<file path="src/rtl/id_ex_stage_pkg.sv">
// Shared constants for the ID/EX stage: ALU opcodes and forwarding-source encoding.
package id_ex_stage_pkg;

  localparam logic [3:0] ALU_ADD = 4'b0000;
  localparam logic [3:0] ALU_SUB = 4'b0100;
  localparam logic [3:0] ALU_AND = 4'b0001;
  localparam logic [3:0] ALU_OR  = 4'b0101;
  localparam logic [3:0] ALU_XOR = 4'b0010;
  localparam logic [3:0] ALU_LUI = 4'b0110;
  localparam logic [3:0] ALU_SLL = 4'b0011;
  localparam logic [3:0] ALU_SRL = 4'b0111;
  localparam logic [3:0] ALU_SRA = 4'b1111;

  // Where an operand's value comes from this cycle.
  typedef enum logic [1:0] {
    FWD_REG      = 2'd0,
    FWD_EX       = 2'd1,
    FWD_MEM_ALU  = 2'd2,
    FWD_MEM_LOAD = 2'd3
  } fwd_sel_e;

endpackage

</file>
<file path="src/rtl/id_ex_stage_fwd_mux.sv">
// Forwarding mux for one source operand: EX beats MEM beats register file,
// and register 0 is never forwarded.
module fwd_mux
  import id_ex_stage_pkg::*;
#(
  parameter int W  = 32,
  parameter int RW = 5
) (
  input  logic [RW-1:0] rs,
  input  logic [W-1:0]  q,
  input  logic          ex_wreg,
  input  logic          ex_m2reg,
  input  logic [RW-1:0] ex_rn,
  input  logic [W-1:0]  ex_s,
  input  logic          mem_wreg,
  input  logic          mem_m2reg,
  input  logic [RW-1:0] mem_rn,
  input  logic [W-1:0]  mem_alu,
  input  logic [W-1:0]  mem_mdata,
  output logic [W-1:0]  data
);

  fwd_sel_e sel;

  // Source priority. A load in EX has no data yet, so it is not a forwarding
  // source; the hazard logic stalls instead.
  always_comb begin
    sel = FWD_REG;
    if (ex_wreg && !ex_m2reg && (ex_rn != '0) && (ex_rn == rs))
      sel = FWD_EX;
    else if (mem_wreg && (mem_rn != '0) && (mem_rn == rs))
      sel = mem_m2reg ? FWD_MEM_LOAD : FWD_MEM_ALU;
  end

  // Data select for the chosen source.
  always_comb begin
    case (sel)
      FWD_EX:       data = ex_s;
      FWD_MEM_ALU:  data = mem_alu;
      FWD_MEM_LOAD: data = mem_mdata;
      default:      data = q;
    endcase
  end

endmodule

</file>
<file path="src/rtl/id_ex_stage.sv">
// Decode-to-execute pipeline register with operand forwarding, load-use
// stall detection and flush handling.
module id_ex_stage
  import id_ex_stage_pkg::*;
#(
  parameter int W  = 32,
  parameter int RW = 5
) (
  input  logic          clock,
  input  logic          reset,
  input  logic          id_valid,
  input  logic [3:0]    id_aluc,
  input  logic          id_shift,
  input  logic          id_aluimm,
  input  logic          id_wreg,
  input  logic          id_m2reg,
  input  logic          id_wmem,
  input  logic          id_usea,
  input  logic          id_useb,
  input  logic [RW-1:0] id_rs,
  input  logic [RW-1:0] id_rt,
  input  logic [RW-1:0] id_rn,
  input  logic [W-1:0]  id_qa,
  input  logic [W-1:0]  id_qb,
  input  logic [W-1:0]  id_imm,
  input  logic [4:0]    id_sa,
  input  logic          flush,
  input  logic          ex_wreg,
  input  logic          ex_m2reg,
  input  logic [RW-1:0] ex_rn,
  input  logic [W-1:0]  ex_s,
  input  logic          mem_wreg,
  input  logic          mem_m2reg,
  input  logic [RW-1:0] mem_rn,
  input  logic [W-1:0]  mem_alu,
  input  logic [W-1:0]  mem_mdata,
  output logic          stall,
  output logic [W-1:0]  ea,
  output logic [W-1:0]  eb,
  output logic [3:0]    ealuc,
  output logic          ewreg,
  output logic          em2reg,
  output logic          ewmem,
  output logic          evalid,
  output logic [RW-1:0] ern,
  output logic [W-1:0]  estore
);

  logic [W-1:0] fa, fb;
  logic         load;

  fwd_mux #(.W(W), .RW(RW)) u_fwd_a (
    .rs(id_rs), .q(id_qa),
    .ex_wreg(ex_wreg), .ex_m2reg(ex_m2reg), .ex_rn(ex_rn), .ex_s(ex_s),
    .mem_wreg(mem_wreg), .mem_m2reg(mem_m2reg), .mem_rn(mem_rn),
    .mem_alu(mem_alu), .mem_mdata(mem_mdata),
    .data(fa)
  );

  fwd_mux #(.W(W), .RW(RW)) u_fwd_b (
    .rs(id_rt), .q(id_qb),
    .ex_wreg(ex_wreg), .ex_m2reg(ex_m2reg), .ex_rn(ex_rn), .ex_s(ex_s),
    .mem_wreg(mem_wreg), .mem_m2reg(mem_m2reg), .mem_rn(mem_rn),
    .mem_alu(mem_alu), .mem_mdata(mem_mdata),
    .data(fb)
  );

  // Load-use hazard: a load in EX targets a register this instruction reads.
  // Flush suppresses it since the instruction is being killed anyway.
  always_comb begin
    stall = id_valid && !flush && ex_wreg && ex_m2reg && (ex_rn != '0) &&
            ((id_usea && (ex_rn == id_rs)) || (id_useb && (ex_rn == id_rt)));
  end

  assign load = id_valid && !flush && !stall;

  // Pipeline register: capture the instruction or load a bubble.
  always_ff @(posedge clock or posedge reset) begin
    if (reset) begin
      evalid <= 1'b0;
      ewreg  <= 1'b0;
      em2reg <= 1'b0;
      ewmem  <= 1'b0;
      ealuc  <= ALU_ADD;
      ern    <= '0;
      ea     <= '0;
      eb     <= '0;
      estore <= '0;
    end else if (load) begin
      evalid <= 1'b1;
      ewreg  <= id_wreg;
      em2reg <= id_m2reg;
      ewmem  <= id_wmem;
      ealuc  <= id_aluc;
      ern    <= id_rn;
      ea     <= id_shift ? {{(W-5){1'b0}}, id_sa} : fa;
      eb     <= id_aluimm ? id_imm : fb;
      estore <= fb;
    end else begin
      evalid <= 1'b0;
      ewreg  <= 1'b0;
      em2reg <= 1'b0;
      ewmem  <= 1'b0;
      ealuc  <= ALU_ADD;
      ern    <= '0;
      ea     <= '0;
      eb     <= '0;
      estore <= '0;
    end
  end

endmodule
</file>
<file path="config.mk">
export PLATFORM = sky130hd
export DESIGN_NAME = id_ex_stage
export DESIGN_NICKNAME = d
export VERILOG_FILES = /design/src/rtl/id_ex_stage_pkg.sv /design/src/rtl/id_ex_stage_fwd_mux.sv /design/src/rtl/id_ex_stage.sv
export SDC_FILE = /design/constraint.sdc
export NUM_CORES = 1
export LEC_CHECK = 0
export BUFFER_PORTS_ARGS = -buffer_cell sky130_fd_sc_hd__buf_2
export CAP_MARGIN = 40
export CORE_AREA = 2 2 137 139
export DETAILED_ROUTE_END_ITERATION = 16
export DIE_AREA = 0 0 139 141
export PLACE_DENSITY = 0.74
export SLEW_MARGIN = 0
export SYNTH_ARGS = -nofsm -noshare
export SYNTH_HDL_FRONTEND = slang
export SYNTH_SLANG_ARGS = --single-unit
</file>
<file path="constraint.sdc">
create_clock -name clock -period 5.3 [get_ports clock]
set_clock_uncertainty 0.05 [all_clocks]
set_input_delay 0.265 -clock clock [delete_from_list [all_inputs] [get_ports clock]]
set_output_delay 0.265 -clock clock [all_outputs]
set_load 0.1 [all_outputs]
</file>
### Yosys cells after proc, flatten, opt, wreduce, memory -nomap -nowiden

Cells that the tools add are included.

* register bits after elaboration: 109
* input bits: 241
* output and inout bits: 110
* word-level logic and storage cells: 58

* eq/ne operators: 10
* muxes and demuxes: 18
* reduce and logical (&&, ||, !) cells: 21

Operator list (count)
* $pmux 32 s3: 2
* $mux 32: 5
* $eq 5x5->1: 4
* $logic_and 1x1->1: 15
* $reduce_bool 5->1: 2
* $eq 2x2->1 const B: 4
* $mux 2: 4
* $mux 1: 5
* $mux 5: 1
* $eq 2x1->1 const B: 2
* $mux 4: 1
* $logic_not 1->1: 3
* $logic_or 1x1->1: 1

### Logic depth before layout (Yosys ltp)

* word-level depth: 9
* mapped depth: 8
* mapped depth without buffers: 5

### Hierarchy

A second synthesis with hierarchy kept.

* cells, all modules: 868
* area total of the unflattened synthesis: 7748.7 sq um

By module, submodules not included
* id_ex_stage: instances 1, cells an instance 428, area an instance 4655.7 sq um, seq. area each 2727.6 sq um
* fwd_mux: instances 2, cells an instance 220, area an instance 1546.5 sq um, seq. area each 0.0 sq um

### Worst setup path before layout

OpenSTA, ideal clock, no wires.

* kind: input to output
* start point: input port ex_rn[4]
* end point: output port stall
* arrival time: 2.605 ns
* required time: 4.985 ns
* setup slack: 2.380 ns
* stages: 7
* path buffers: 2
* cells stage by stage: xnor2_1 nand3_1 nor2_1 o21ba_2 buf_2 buf_6 nor2b_1

* cells in the longest elaborated chain, start to end: 4
* elaborated cells on any way between the ends: 8
* classes of those cells: 2 x eq/ne; 6 x reduce/logical

Ends and longest elaborated chain
* start: declaration: RTL line id_ex_stage.sv:30 `input logic [RW-1:0] ex_rn,`
* $eq 5x5->1: RTL line id_ex_stage.sv:72 `((id_usea && (ex_rn == id_rs)) || (id_useb && (ex_rn == id_rt)));`
* $logic_and 1x1->1: RTL line id_ex_stage.sv:72
* $logic_or 1x1->1: RTL line id_ex_stage.sv:72
* $logic_and 1x1->1 (*): RTL line id_ex_stage.sv:71 `stall = id_valid && !flush && ex_wreg && ex_m2reg && (ex_rn != '0) &&`
* end: declaration: RTL line id_ex_stage.sv:37 `output logic stall,`

Mark *: on every way between the ends. The rest lies on a longest branch, timed or not.

### Worst setup path in the final report

* start point: input port ex_rn[2]
* end point: output port stall

Same word-level chain as after synthesis.

==> flow_metrics.tcl <==
set metrics [dict create \
    status "finished clean" \
    start_kind "input port" \
    die-area_sq_um 19600 \
    regArea_sq_um 2730 \
    yosys_warnings 0 \
    synth_top_area_share_pct 35.0 \
    firstDrtPassIters 7 \
    start_util_pct 42.6 \
    hold_viol_final 0 \
    drt.antenna.violating_nets 0 \
    grt_pass1_vias 7300 \
    worst-endpoint-required_ns 4.99 \
    rsz0062_at_grt "no" \
    yosysMostFrequentCell "dfrtp_1" \
    final_util_pct 54.5 \
    root_buffer "clkbuf_16" \
    cts_buffers 9 \
    synth_edf_count 0 \
    fin_crit_ns 2.99 \
    fin_ws_ns 2.31 \
    cts_tree "built" \
    gp_congestion 0.898 \
    track_usage_pct 28.1 \
    final.fill_count 1690 \
    yosysUniqueCellTypes 42 \
    detail_route.wl_per_cell_um 22.0 \
    slew_violations 0 \
    synth_seq_cells 109 \
    tns_ns 0 \
    die_h_um 141 \
    cts_buffer_depth 2 \
    netlist_top_cells_count "109 x dfrtp_1, 71 x inv_1, 50 x clkbuf_1" \
    hold_class "input port to flop" \
    fin_area_sq_um 9950 \
    grt_overflow 0 \
    clock-sinks 109 \
    dp.cells 1268 \
    slew_headroom_pct 39.8 \
    synth_top_cell_by_area "dfrtp_1" \
    async_flop_share_pct 100 \
    drive_gt1_share_pct 55.5 \
    ys_seq_area_share_pct 35.0 \
    synth_nets 997 \
    cp_common_cell "buf_2" \
    routed_wl_um 28500 \
    crit_family "buffers and inverters" \
    worst_pin_slew_ns 0.903 \
    htreeDepth 3 \
    drt-initial-drc-count 681 \
    layout.nets 1288 \
    place_area_sq_um 9600 \
    io_pins 351 \
    via_count 7670 \
    core_region_area_sq_um 18300 \
    maxCapViolCount 0 \
    area_growth_syn_to_layout_pct 27.8 \
    post_cts_buffers 0 \
    syn_avg_cell_area_sq_um 10.3 \
    critPathKind "input port to output port" \
    crit_arrival_ns 2.68 \
    antenna_found_initial 5 \
    max_freq_mhz 334 \
    row_count 50 \
    p_leak_nw 4.55 \
    multi_input_area_sq_um 4300 \
    cts.clk_slew.worst_paths_ns 0.08 \
    synth_area_sq_um 7790 \
    holdWs_ns 0.102 \
    critPathBufInv 3 \
    viasPerCell 5.93 \
    power_density_nw_per_um2 241 \
    ir_worst_vdd_v 0.000159 \
    syn_inst 756 \
    p_total_mw 2.40 \
    crit_slowest_cell "buf_2" \
    dpl.hpwl_um 21200 \
    die-width_um 139 \
    layoutNonFillerInstCount 1293 \
    slowest_delay_ns 0.46 \
    drc_errors 0 \
    finalCritPeriodShare_pct 56.5 \
    grt_pass1_wl_um 42500 \
    end_kind "output port" \
    grt_max_degree 111 \
    synth-main-ff-cell "dfrtp_1" \
    setup_violations 0 \
    place_ws_ns 2.03 \
    synthTopCellsByArea "dfrtp_1 35%, a2111oi_2 7.1%, a311oi_2 5.6%" \
    crit_chain "buf_2, xnor2_1, nand3_1, nor2_1, o21ba_4, buf_12, nor2b_1, buf_2" \
    cp_max_fo 110 \
    io_buffers 350 \
]
## sequential cells by signal, indices dropped and copies added (netlist names)
register  cells
ewmem         1
estore       32
eb           32
ern           5
ealuc         4
ea           32
em2reg        1
ewreg         1
evalid        1
## layout by cell type (no fill, tap or decap), types with 4 or more instances in the layout
cell / n
buf_2: 349
dfrtp_1: 109
inv_1: 70
a2111oi_2: 37
a31oi_1: 37
a31o_1: 34
nand3_1: 32
nor4_1: 32
nor3_1: 32
nor3_2: 31
mux2_2: 30
or4_1: 30
nand2_1: 29
a311oi_2: 29
a211oi_2: 26
o211ai_2: 20
buf_4: 15
xnor2_1: 13
nor3b_1: 12
clkbuf_16: 9
diode_2: 7
o211ai_1: 7
xor2_1: 5
o41ai_1: 5
nor2_1: 4
nand3_2: 4
## layer usage
layer  GRT usage [%]  up-vias  share of wire, %
met2            42.4      437                46
li1                -     3494                 -
met4            9.41        0               2.7
met1            41.1     3690                44
met3            4.52       49               7.7
met5               0        -                 0
## power by group
| part | switching, mW | internal (mW) |
|---|---|---|
| registers | 0.0109 | 0.865 |
| logic | 0.570 | 0.221 |
| clock network | 0.342 | 0.389 |
| total | 0.923 | 1.47 |
## logic make-up after synthesis
group / synth area share (%)
muxes: 4.59
DFF: 35.0
xor gates and xnor gates: 2.25
and+or+nand+nor: 18.2
AOI/OAI and AO/OA: 29.5
buffers and inverters: 10.5
## layout make-up
type	count	area share, %
Antenna cell	7	0.176
Clock inverter	6	0.767
Tap cell	234	2.94
Timing Repair Buffer	375	20.4
Clock buffer	10	2.40
Sequential cell	109	27.4
Multi-Input combinational cell	481	43.2
Inverter	71	2.70
## final timing paths
kind / from / to / slack, ns / cells after the start
max: ex_rn[2] / stall / 2.31 / 8
min: id_wreg / ewreg / 0.10 / 2
max in group asynchronous: reset / ea[5] / 3.45 / 4
min in group asynchronous: reset / ealuc[2] / 0.50 / 3
## repair_timing
item,in CTS,in global routing
endpoints found under the hold margin,46,0
hold buffers,1,0
gates resized for setup,0,0
(Power assumes the default switching activity.)
